--- src/rtl/ahb3lite_arbiter.sv ---
`default_nettype none
//------------------------------------------------------------------------------
// Module   : ahb3lite_arbiter
// Brief    : Round-robin AHB-Lite bus arbiter. It hands over ownership only at
//            legal transfer boundaries. Define AHB3LITE_ARB_FIXED_PRIO_EN to
//            select fixed (lowest index wins) priority instead.
// Revision : 1.0 - initial release
//------------------------------------------------------------------------------
module ahb3lite_arbiter #(
    parameter int NUM_MASTERS = 2,
    parameter int IDX_W       = $clog2(NUM_MASTERS)
) (
    input  logic                   HCLK,
    input  logic                   HRESETn,
    input  logic [NUM_MASTERS-1:0] req,
    input  logic [1:0]             HTRANS,
    input  logic [2:0]             HBURST,
    input  logic                   HREADY,
    output logic [NUM_MASTERS-1:0] grant,
    output logic [IDX_W-1:0]       addr_owner,
    output logic [IDX_W-1:0]       data_owner
);

    localparam logic [1:0] c_trans_idle   = 2'd0;
    localparam logic [1:0] c_trans_busy   = 2'd1;
    localparam logic [1:0] c_trans_nonseq = 2'd2;
    localparam logic [1:0] c_trans_seq    = 2'd3;

    localparam logic [2:0] c_burst_single = 3'd0;
    localparam logic [2:0] c_burst_incr   = 3'd1;
    localparam logic [2:0] c_burst_wrap4  = 3'd2;
    localparam logic [2:0] c_burst_incr4  = 3'd3;
    localparam logic [2:0] c_burst_wrap8  = 3'd4;
    localparam logic [2:0] c_burst_incr8  = 3'd5;
    localparam logic [2:0] c_burst_wrap16 = 3'd6;
    localparam logic [2:0] c_burst_incr16 = 3'd7;

    logic [NUM_MASTERS-1:0] r_grant;
    logic [IDX_W-1:0]       r_addr_owner;
    logic [IDX_W-1:0]       r_data_owner;
    logic [4:0]             r_beats_left;
`ifndef AHB3LITE_ARB_FIXED_PRIO_EN
    logic [IDX_W-1:0]       r_rr_ptr;
`endif

    logic [4:0]             w_beats_next;
    logic                   w_is_incr;
    logic                   w_hp;
    logic [IDX_W-1:0]       w_cand;
    logic [IDX_W-1:0]       w_winner;
    logic                   w_found;

    // Beats remaining after the one just accepted, for fixed-length bursts.
    function automatic logic [4:0] burst_last(input logic [2:0] burst);
        case (burst)
            c_burst_wrap4,  c_burst_incr4:  return 5'd3;
            c_burst_wrap8,  c_burst_incr8:  return 5'd7;
            c_burst_wrap16, c_burst_incr16: return 5'd15;
            default:                        return 5'd0;
        endcase
    endfunction

    always_comb begin
        w_beats_next = r_beats_left;
        if (HREADY) begin
            case (HTRANS)
                c_trans_nonseq: w_beats_next = burst_last(HBURST);
                c_trans_seq:    w_beats_next = (r_beats_left == 5'd0) ? 5'd0
                                                                      : r_beats_left - 5'd1;
                c_trans_idle:   w_beats_next = 5'd0;
                c_trans_busy:   w_beats_next = r_beats_left;
                default:        w_beats_next = r_beats_left;
            endcase
        end
    end

    assign w_is_incr = (HBURST == c_burst_incr);

    // An undefined-length burst may be broken as soon as its owner lets go.
    always_comb begin
        w_hp = 1'b0;
        if (HREADY && (HTRANS != c_trans_busy)) begin
            w_hp = (HTRANS == c_trans_idle)
                || ((HTRANS == c_trans_nonseq) && (HBURST == c_burst_single))
                || ((HTRANS == c_trans_seq) && (r_beats_left == 5'd1) && !w_is_incr)
                || (w_is_incr && HTRANS[1] && !req[r_addr_owner]);
        end
    end

    // The owner is visited last, so it keeps the bus only when nobody else asks.
    always_comb begin
        w_cand   = '0;
        w_winner = r_addr_owner;
        w_found  = 1'b0;
        for (int i = 1; i <= NUM_MASTERS; i++) begin
`ifdef AHB3LITE_ARB_FIXED_PRIO_EN
            w_cand = IDX_W'(i - 1);
`else
            w_cand = IDX_W'((int'(r_rr_ptr) + i) % NUM_MASTERS);
`endif
            if (!w_found && req[w_cand]) begin
                w_winner = w_cand;
                w_found  = 1'b1;
            end
        end
    end

    always_ff @(posedge HCLK) begin
        if (!HRESETn) begin
            r_grant      <= NUM_MASTERS'(1);
            r_addr_owner <= '0;
            r_data_owner <= '0;
            r_beats_left <= 5'd0;
`ifndef AHB3LITE_ARB_FIXED_PRIO_EN
            r_rr_ptr     <= '0;
`endif
        end else begin
            r_beats_left <= w_beats_next;
            if (HREADY) begin
                r_data_owner <= r_addr_owner;
            end
            if (w_hp) begin
                r_addr_owner <= w_winner;
                r_grant      <= NUM_MASTERS'(1) << w_winner;
`ifndef AHB3LITE_ARB_FIXED_PRIO_EN
                r_rr_ptr     <= w_winner;
`endif
            end
        end
    end

    assign grant      = r_grant;
    assign addr_owner = r_addr_owner;
    assign data_owner = r_data_owner;

endmodule
`default_nettype wire

--- config.mk ---
export PLATFORM = sky130hd
export DESIGN_NAME = ahb3lite_arbiter
export DESIGN_NICKNAME = d
export VERILOG_FILES = /design/src/rtl/ahb3lite_arbiter.sv
export SDC_FILE = /design/constraint.sdc
export NUM_CORES = 1
export LEC_CHECK = 0
export ABC_CLOCK_PERIOD_IN_PS = 3000
export CAP_MARGIN = 25
export CORE_MARGIN = 2
export CORE_UTILIZATION = 44
export CTS_BUF_LIST = sky130_fd_sc_hd__clkbuf_8
export DETAILED_ROUTE_END_ITERATION = 8
export GPL_ROUTABILITY_DRIVEN = 1
export MAX_ROUTING_LAYER = met4
export PLACE_DENSITY = 0.79
export SYNTH_ARGS = -nofsm -noshare
export SYNTH_HDL_FRONTEND = slang
export SYNTH_SLANG_ARGS = --single-unit
--- constraint.sdc ---
create_clock -name HCLK -period 3 [get_ports HCLK]
set_input_delay 0.45 -clock HCLK [delete_from_list [all_inputs] [get_ports HCLK]]
set_output_delay 0.45 -clock HCLK [all_outputs]
set_load 0.005 [all_outputs]
==> impl_results.md, run 1 <==
- Outcome: completed
- Seq/Total Area, Yosys: 26.9%
- Rows: 13
- Via density: 5.77
- Sw Ratio: 27.0%
- CTS sink cnt: 8
- Cells on Worst Hold Path: 2
- #FFs+latches synth: 8
- Cts repair resizes: 0
- Fraction of layout cells with a size suffix above 1: 8.33%
- Top cell type's share of synthesized area: 26.9%
- Worst Path Max Fanout: 4
- CTS tree: yes
- Main flop type after synthesis: dfxtp_1
- Synth area leader: dfxtp_1
- Clock root cell: clkbuf_8
- Syn Inst Count: 69
- Final setup fails: 0
- CP Data Required Time: 3.12 ns
- Number of synthesized flops with an enable pin: 0
- Die height: 40.8 um
- Initial antenna violation count: 0
- Skew-Pair Late Insertion Delay: 0.23 ns
- Filler cells: 112
- Port-buffer cells: 13
- Drt initial violations: 11
- Reg2reg start: r_beats_left[0]
- Fin crit period: 2.18 ns
- PwrDens: 430 mW/mm^2
- Number of setup buffers added after CTS: 0
- Number of nets with antenna violations after routing: 0
- RSZ-0062 raised after global routing: false
- Sequential power share: 35.8%
- Setup TNS: 0 ns
- R2R depth: 6
- Dpl ws: 0.581 ns
- LEAKAGE: 0.313 nW
- F_max: 0.458 GHz
- DIE AREA: 0.00166 sq mm
- DR pass1 iterations: 4
- VDD IR max: 234 uV
- Fin worst setup slack: 0.816 ns
- Top-Level Pins: 14
- Worst Tran Pin Value: 0.582 ns
- CTS Buf Count: 3
- Final GP Congestion: 0.792
- Total vias in the final route: 571
- Syn Std Cell Area: 594 sq um
- Arrival @ worst endpoint: 2.30 ns
- Cell with the most instances after synthesis: dfxtp_1
- DP HPWL: 1090 um
- Slew Limit Fails: 0
- Synth cell count leaders: 8 x dfxtp_1, 7 x ha_1, 6 x o21ai_0
- R2R Setup Slk: 1.40 ns
- Worst min path class: flip-flop to flip-flop
- Die Width: 40.8 um
- Routed Wire Length: 1340 um
- Most area-consuming cells after synthesis: dfxtp_1 27%, ha_1 15%, o21ai_0 5.1%
- Nets: 103
- Area delta synth->final: 30.7%
- Gate power share: 24.1%
- Drt drc: 0
- Crit Reg-Reg Endpoint: r_beats_left[0]
- Routed len/inst: 13.6 um
- Clock-pin slew on the worst setup and hold paths: 0.04 ns
- Mapped Avg Cell Area: 8.61 sq um
- Synth cell types: 30
- Min-Delay Startpoint: grant[0]
- Warnings from Yosys: 0
- First-pass GRT wire length: 2370 um
- Max-slew headroom: 60.7%
- Worst setup path category: input port to flip-flop
- Clock network power share: 40.1%
- Post-Syn Nets: 86
- Fin crit share: 72.8%
- Worst Setup End Kind: flip-flop
- Total GRT Usage: 23.0%
- Worst Clk Skew: 0.00316 ns
- Total gr overflow: 0
- Pint: 0.000243 W
- Starting Density: 46.3%
- Clock buffer depth: 2
- Async SR Flop Fraction: 0%
- NetSw: 0.0000903 W
- Largest net degree at the start of global routing: 9
- Max-Cap Viols: 0
- ANT cells: 0
- Core Footprint: 0.00128 sq mm
- Crit start category: input port
- Final hold vios: 0
- Vias in the first global route: 572
- Hold-fix buffers, CTS: 0
- CTS H-tree lvls: 1
- Hold EP: grant[0]
-- sequential cells by signal (all words and copies together), names as in the netlist --
name,flops
r_beats_left,5
grant,2
data_owner,1
-- per-stage QoR --
| step | util [%] | power (W) | instance area, sq um | std cells | hold WS [ns] |
|---|---|---|---|---|---|
| 3_3_place_gp | 57.3 | 0.000199 | 736 | 96 | 0.475 |
| 4_1_cts | 60.5 | 0.000337 | 777 | 99 | 0.491 |
| 6_report | 60.5 | 0.000334 | 777 | 99 | 0.486 |
| 5_1_grt | 60.5 | 0.000352 | 777 | 99 | 0.516 |
| 3_5_place_dp | 57.3 | 0.000201 | 736 | 96 | 0.485 |
| 2_1_floorplan | - | 0.000169 | 594 | 69 | 0.468 |
-- cell type report --
cell class	count	area [sq um]	share of cell area [%]
tap	15	18.8	2.42
sequential	8	160	20.6
clock buffer	3	41.3	5.31
multi-input combinational	55	408	52.5
inverter	5	18.8	2.42
timing repair buffer	13	130	16.7
-- kinds of logic after synthesis --
kind of cell    count (synthesis)  synth area share [%]
compound gates                 20                  23.6
xor+xnor                        1                  1.47
fa+ha+maj                       7                  14.7
buf+inv                         6                  4.42
flops                           8                  26.9
mux                             2                  3.37
simple gates                   25                  25.5
-- layer usage --
metal  track usage [%]  vias up  wire [um]
met5                 -        -          0
met4              9.17        0         24
met3              7.07        4         27
met2              41.3        9        665
met1              23.1      269        624
li1                  -      289          -
-- cells in the final DEF, fill, tap and decap left out, types with 3 or more instances in the layout --
cell and n:
inv_1 5, ha_1 7, nand2_1 4, clkbuf_8 3, o21ai_0 6, nand3_1 3
dfxtp_1 8, clkdlybuf4s50_1 13, nor2b_1 3, nor2_1 3
-- power by group through the flow --
stage | Clock (W) | Combinational [W] | Sequential (W)
floorplan | 0 | 0.0000492 | 0.000120
global placement | 0 | 0.0000779 | 0.000121
detailed placement | 0 | 0.0000797 | 0.000122
CTS | 0.000137 | 0.0000800 | 0.000120
global route | 0.000141 | 0.0000903 | 0.000121
finish | 0.000134 | 0.0000803 | 0.000120
-- critical path: stages --
cell and delay [ns]:
clkdlybuf4s50_1 0.53, inv_1 0.08, ha_1 0.21, or4b_4 0.54
a22o_1 0.26, a31oi_1 0.16, nor2_1 0.06
-- worst max path at each step --
stage               from        to  cells after the start
6_report       HTRANS[1]  grant[1]                      7
5_1_grt        HTRANS[1]  grant[1]                      7
4_1_cts        HTRANS[1]  grant[1]                      7
3_5_place_dp   HTRANS[0]  grant[1]                      7
3_3_place_gp   HTRANS[0]  grant[1]                      7
2_1_floorplan  HTRANS[0]  grant[1]                      6
Power figures use the tool's default switching activity.
==> run 2, diff against run 1 <==
--- a/config.mk
+++ b/config.mk
@@ -5,7 +5,7 @@
 export SDC_FILE = /design/constraint.sdc
 export NUM_CORES = 1
 export LEC_CHECK = 0
-export ABC_CLOCK_PERIOD_IN_PS = 3000
+export ABC_CLOCK_PERIOD_IN_PS = 1800
 export CAP_MARGIN = 25
 export CORE_MARGIN = 2
 export CORE_UTILIZATION = 44
@@ -13,7 +13,7 @@
 export DETAILED_ROUTE_END_ITERATION = 8
 export GPL_ROUTABILITY_DRIVEN = 1
 export MAX_ROUTING_LAYER = met4
-export PLACE_DENSITY = 0.79
+export PLACE_DENSITY = 0.82
 export SYNTH_ARGS = -nofsm -noshare
 export SYNTH_HDL_FRONTEND = slang
 export SYNTH_SLANG_ARGS = --single-unit
==> constraint.sdc (replaced) <==
create_clock -name HCLK -period 1.8 [get_ports HCLK]
set_input_delay 0.27 -clock HCLK [delete_from_list [all_inputs] [get_ports HCLK]]
set_output_delay 0.27 -clock HCLK [all_outputs]
set_load 0.005 [all_outputs]
==> run 2 against run 1 <==
- utilization increased by 7.4 points
- non-clock buffer count increased by 11
- clock power increased by 67%
- design area increased by 12%
- critical path depth decreased by 2
- sequential power increased by 68%
- final cell count increased by 11%
- register-to-register slack got worse by 1.2 ns
- global-route usage decreased by 0.67 points
- critical endpoint unchanged
==> impl_results.md, run 2 (same netlist as run 1, synthesis figures left out) <==
- Die Width: 40.8 um
- Drt drc: 0
- Rows: 13
- CTS H-tree lvls: 1
- ANT cells: 0
- Total GRT Usage: 22.4%
- Arrival @ worst endpoint: 1.72 ns
- Placed Instances: 106
- Fraction of layout cells with a size suffix above 1: 23.2%
- Worst Tran Pin Value: 0.346 ns
- Worst min path class: flip-flop to flip-flop
- Initial antenna violation count: 0
- Nets: 114
- Crit path from: HBURST[1]
- CTS Buf Count: 3
- Worst Setup End Kind: flip-flop
- Max-Cap Viols: 0
- Final hold vios: 0
- RSZ-0062 raised after global routing: false
- Number of nets with antenna violations after routing: 0
- Area delta synth->final: 46.7%
- CP Data Required Time: 1.92 ns
- CTS tree: yes
- Total gr overflow: 0
- Port-buffer cells: 13
- Worst Clk Skew: 0.00230 ns
- Max-slew headroom: 76.8%
- Final GP Congestion: 0.788
- Skew-Pair Late Insertion Delay: 0.23 ns
- Fin crit share: 88.8%
- DR pass1 iterations: 4
- Starting Density: 46.3%
- Non-filler cells, final: 110
- Largest net degree at the start of global routing: 9
- Setup TNS: 0 ns
- Most frequent cells in the layout: 11 x clkdlybuf4s50_1, 11 x buf_4, 8 x dfxtp_1
- PwrDens: 669 mW/mm^2
- DP HPWL: 1100 um
- Dpl ws: -0.362 ns
- Clock-pin slew on the worst setup and hold paths: 0.05 ns
- Die height: 40.8 um
- Total vias in the final route: 620
- Reg2reg start: r_beats_left[0]
- Clock buffer depth: 2
- Core Footprint: 0.00128 sq mm
- F_max: 0.626 GHz
- First-pass GRT wire length: 2350 um
- Worst hold slack: 0.505 ns
- Min-Delay Startpoint: grant[0]
- Top-Level Pins: 14
- Largest register FFs: 5
- Worst setup path category: input port to flip-flop
- VDD IR max: 494 uV
- Clock root cell: clkbuf_8
- Fin crit period: 1.60 ns
- DIE AREA: 0.00166 sq mm
- Total power: 0.000583 W
- Most flops, register: r_beats_left
- Drt initial violations: 19
- Routed Wire Length: 1500 um
- LEAKAGE: 0.371 nW
- Slew Limit Fails: 0
- Routed len/inst: 13.6 um
- Crit start category: input port
- Hold-fix buffers, CTS: 0
- Vias in the first global route: 556
- Worst Path Max Fanout: 2
- Fin worst setup slack: 0.202 ns
- Final setup fails: 0
- Via density: 5.64
- Outcome: completed
- CTS sink cnt: 8
==> run 2: changes by cell type in the layout (fill, tap and decap cells not counted), sizes merged <==
cell and delta:
buf +11, dlygate4sd2 +2, clkdlybuf4s50 -2
==> run 2: worst paths after layout <==
kind                      to  cells after the start  slack (ns)
min reg2reg         grant[0]                      2        0.51
max reg2reg  r_beats_left[1]                      6        0.23
max                 grant[1]                      5        0.20
min                 grant[0]                      2        0.51
==> run 2: cell type report <==
class	count	area (sq um)
multi-input cells	55	423
fillers	106	413
repair buffers	24	210
flip-flops and latches	8	160
clock buffers	3	41.3
inverters	5	18.8
well taps	15	18.8
==> run 2: per-layer routing <==
| metal | global-route usage [%] | part of all wire [%] | up-vias |
|---|---|---|---|
| li1 | - | - | 313 |
| met1 | 27.0 | 48 | 287 |
| met2 | 36.5 | 47 | 16 |
| met3 | 3.26 | 3.5 | 4 |
| met4 | 10.0 | 1.3 | 0 |
| met5 | - | 0 | - |
==> run 2: metrics by stage <==
stage	cell area [sq um]	util [%]
after floorplan	594	-
after detailed placement	811	63.1
final	872	67.9
after global routing	872	67.9
after CTS	866	67.4
after global placement	811	63.1
==> run 2: timing repair <==
action	in CTS	in global routing
setup endpoints to repair	3	1
pin swaps	3	0
gates resized for setup	5	1
endpoints found under the hold margin	0	0
setup buffers	1	0
==> run 2: worst max-delay path: stages <==
cell	delay (ns)
clkdlybuf4s50_1	0.45
or4b_4	0.53
a22o_1	0.24
a31oi_1	0.17
nor2_1	0.06
==> run 2: report_power, final <==
part	total, W	internal (W)	switching, W
registers	0.000201	0.000189	0.0000126
logic	0.000158	0.0000891	0.0000689
clock network	0.000224	0.000146	0.0000783
==> run 3, diff against run 2 <==
--- a/config.mk
+++ b/config.mk
@@ -8,12 +8,12 @@
 export ABC_CLOCK_PERIOD_IN_PS = 1800
 export CAP_MARGIN = 25
 export CORE_MARGIN = 2
-export CORE_UTILIZATION = 44
+export CORE_UTILIZATION = 39
 export CTS_BUF_LIST = sky130_fd_sc_hd__clkbuf_8
 export DETAILED_ROUTE_END_ITERATION = 8
 export GPL_ROUTABILITY_DRIVEN = 1
 export MAX_ROUTING_LAYER = met4
-export PLACE_DENSITY = 0.82
+export PLACE_DENSITY = 0.75
 export SYNTH_ARGS = -nofsm -noshare
 export SYNTH_HDL_FRONTEND = slang
 export SYNTH_SLANG_ARGS = --single-unit
==> run 3 against run 2 <==
- sequential cell count unchanged
- final cell count grew 0.91%
- first-iteration DRC count decreased by 26%
- critical endpoint is now r_beats_left[0]
- largest cell class unchanged
- highest routed layer unchanged
==> impl_results.md, run 3 (same netlist as run 1, synthesis figures left out) <==
- Worst Clk Skew: 0.00369 ns
- Largest net degree at the start of global routing: 9
- Most frequent cells in the layout: 11 x clkdlybuf4s50_1, 11 x buf_4, 8 x dfxtp_1
- RSZ-0062 raised after global routing: false
- Drt initial violations: 14
- DP HPWL: 1150 um
- Port-buffer cells: 13
- Area delta synth->final: 45.9%
- Fraction of layout cells with a size suffix above 1: 21.1%
- Worst setup path category: flip-flop to flip-flop
- Clock-pin slew on the worst setup and hold paths: 0.04 ns
- First-pass GRT wire length: 2590 um
- Clock network power share: 37.6%
- Clock buffer depth: 2
- Fin crit share: 90.4%
- Sequential power share: 35.1%
- CTS H-tree lvls: 1
- R2R depth: 6
- Top-Level Pins: 14
- Gate power share: 27.3%
- VDD IR max: 366 uV
- Critical path, cell by cell: inv_1 -> ha_1 -> nor4b_1 -> or2_2 -> o21ai_0 -> and3_1
- Number of nets with antenna violations after routing: 0
- Nets: 114
- Final GP Congestion: 0.800
- WP depth: 6
- Final Cell Area: 867 sq um
- Rows: 14
- Total GRT Usage: 18.9%
- CTS Buf Count: 3
- Max-slew headroom: 66.0%
- Fin crit period: 1.63 ns
- Outcome: completed
- Die Width: 43.0 um
- Skew-Pair Late Insertion Delay: 0.23 ns
- Starting Density: 40.4%
- Final setup fails: 0
- Crit-path max cell delay: 0.44 ns
- Crit-path leading delay family: simple AND/OR/NAND/NOR gates
- Initial antenna violation count: 0
- CTS tree: yes
- Drt drc: 0
- Arrival @ worst endpoint: 1.74 ns
- PwrDens: 659 mW/mm^2
- Die height: 43.0 um
- Number of setup buffers added after CTS: 0
- Clock root cell: clkbuf_8
- Vias in the first global route: 645
- Worst Tran Pin Value: 0.503 ns
- Worst Setup End Kind: flip-flop
- ANT cells: 0
- Crit path buf inv count: 1
- Largest register FFs: 5
- Slew Limit Fails: 0
- CTS sink cnt: 8
- Crit start category: flip-flop
- Core Footprint: 0.00147 sq mm
- Placed Instances: 108
- Routed len/inst: 13.2 um
- Non-filler cells, final: 111
- NetSw: 0.000150 W
- Cells on Worst Hold Path: 2
- Routed Wire Length: 1460 um
- Sw Ratio: 26.2%
- Total vias in the final route: 618
- Final hold vios: 0
- DR pass1 iterations: 4
- F_max: 0.615 GHz
- CP Data Required Time: 1.91 ns
- Total gr overflow: 0
- LEAKAGE: 0.370 nW
- Max-Cap Viols: 0
- Most flops, register: r_beats_left
- DIE AREA: 0.00185 sq mm
- Via density: 5.57
- Slowest cell on crit path: nor4b_1
- DP Area: 820 sq um
- Worst min path class: flip-flop to flip-flop
- Worst Path Max Fanout: 4
- Pint: 0.000422 W
==> run 3: cell counts in the layout (fill, tap and decap cells not counted) <==
Identical to the previous run, type by type.
==> run 3: metrics by stage <==
stage	setup WS, ns	power, W	hold slack [ns]	utilization, %	TNS [ns]
after floorplan	0.188	0.000282	0.342	-	0
after global placement	-0.304	0.000353	0.479	55.7	-1.28
after detailed placement	-0.338	0.000357	0.490	55.7	-1.41
after CTS	0.190	0.000579	0.496	58.9	0
after global routing	0.0326	0.000605	0.535	58.9	0
final	0.173	0.000571	0.487	58.9	0
==> run 3: final timing paths <==
check	slack (ns)	from	to
setup / recovery	0.17	r_beats_left[0]	r_beats_left[0]
hold / removal	0.49	grant[0]	grant[0]
setup reg to reg	0.17	r_beats_left[0]	r_beats_left[0]
hold reg to reg	0.49	grant[0]	grant[0]
==> run 3: worst reg2reg max path, stage by stage (launching register included) <==
cell and delay (ns):
dfxtp_1 0.33, inv_1 0.11, ha_1 0.18, nor4b_1 0.44, or2_2 0.23, o21ai_0 0.07
and3_1 0.16
==> run 3: power by group through the flow <==
stage                     combinational [W]  sequential, W  clock, W
final                              0.000156       0.000200  0.000215
after global routing               0.000176       0.000202  0.000227
after global placement             0.000150       0.000202         0
after floorplan                   0.0000821       0.000200         0
after CTS                          0.000156       0.000200  0.000223
after detailed placement           0.000154       0.000203         0
==> run 3: metal layers <==
metal	up-vias	share of wire, %	wire, um	track usage (%)
met5	-	0	0	-
met4	0	0.96	14	10.3
met3	2	3.8	56	2.98
met2	15	49	720	30.9
met1	293	46	669	22.1
li1	308	-	-	-
==> run 3: timing repair <==
item | 4_1_cts | 5_1_grt
gates resized for setup | 4 | 0
hold buffers | 0 | 0
setup endpoints to repair | 2 | 0
==> run 3: cell type report <==
class | instances | area, sq um
inverter | 5 | 18.8
clock buffer | 3 | 41.3
timing repair buffer | 24 | 210
tap | 16 | 20.0
sequential | 8 | 160
multi-input combinational | 55 | 417
fill | 135 | 604
==> RTL change, RTL diff (settings of run 1) <==
Change the parameter `NUM_MASTERS` from 2 to 4.
--- a/src/rtl/ahb3lite_arbiter.sv
+++ b/src/rtl/ahb3lite_arbiter.sv
@@ -7,7 +7,7 @@
 // Revision : 1.0 - initial release
 //------------------------------------------------------------------------------
 module ahb3lite_arbiter #(
-    parameter int NUM_MASTERS = 2,
+    parameter int NUM_MASTERS = 4,
     parameter int IDX_W       = $clog2(NUM_MASTERS)
 ) (
     input  logic                   HCLK,
Interface: changed (resized addr_owner, data_owner, grant and req); port bits go from 14 to 20. No check against the original RTL was run, so the function may have changed too.
==> RTL change against run 1 <==
  * Die area is 41% higher
  * Non-clock buffer count is 6 higher
  * Sequential power is 60% higher
  * Routed wire length is 37% higher
  * Sequential cell count is 5 higher
  * Worst setup slack lost 0.16 ns
  * Total power increased by 33%
  * Cell area increased by 42%
  * First-iteration DRC count shrank 36%
  * Area after synthesis is 45% higher
  * Synthesized cell count increased by 57%
  * Highest routed layer unchanged
==> RTL change: results (changes against run 1) <==
stage;metric;value;unit;change
timing;Hold Slack;0.489;ns;+0.00307 ns
place;port buffer count;19;;+6
power;clock network power share;34.6;%;-5.5 points
synthesis;Area contributors post-synth;dfxtp_1, ha_1, o21ai_0, nand3_1, nor2b_1;;
worst_setup_path;Crit Path Max Fanout;12;;+8
timing;Worst-Margin Slew;0.526;ns;-0.0557 ns
timing;minimum clock period;2.34;ns;+0.160 ns
power;leakage dissipation;0.430;nW;+37%
grt;vias in the first global route;759;;+33%
grt;GRT Total Usage;17.6;%;-5.4 points
finish;final instance area;1100;um^2;+42%
worst_setup_path;Data arrival, critical path;2.44;ns;+0.14 ns
worst_setup_path;reg2reg start;r_rr_ptr[0];;
synthesis;synth cell count leaders;o21ai_0, dfxtp_1, nor2_1;;
synthesis;Mapped Cells;108;;+57%
worst_setup_path;R2R cell count;5;;-1
finish;layout cells sized above 1;4.76;%;-3.6 points
routing;Avg WL per Cell;12.1;um;-11%
status;status;completed;;
routing;met1 wire length;847;um;+36%
grt;met2 usage;30.1;%;-11 points
finish;Fill cells;185;;+65%
routing;DRT iter0 DRCs;7;;-4
worst_setup_path;termination of the worst setup path;grant[0];;
synthesis;syn nets;127;;+48%
timing;Worst Clk Skew;0.00158;ns;-0.00158 ns
power;seq pwr;192;uW;+60%
## RTL change: changes by cell type in the layout (fill, tap and decap cells not counted), moves of 2 or more
cell             delta
nor3_1              +4
nor2b_1             +3
o31ai_1             -2
nand2b_1            +2
clkdlybuf4s50_1     +6
o21ai_0            +10
nor2_1              +6
dfxtp_1             +5
nand3_1             +5
a21oi_1             +2
o21a_1              -2
## RTL change: cells by family after synthesis
group	synth area share [%]
simple gates	26.5
compound gates	21.0
flops	30.1
buf+inv	6.08
fa+ha+maj	10.1
mux	5.21
xor+xnor	1.01
## RTL change: area by class of cell
type | instances | share of cell area [%]
inverter | 5 | 1.71
clock buffer | 3 | 3.75
multi-input combinational | 85 | 50.2
clock inverter | 1 | 0.341
sequential | 13 | 23.7
timing repair buffer | 19 | 17.3
tap | 27 | 3.07
## RTL change: critical path, cell delays in order
cell	delay [ns]
clkdlybuf4s50_1	0.51
inv_1	0.07
ha_1	0.18
or2_2	0.27
a221oi_1	0.30
a311o_1	0.42
nor2b_1	0.18
o21ai_0	0.07
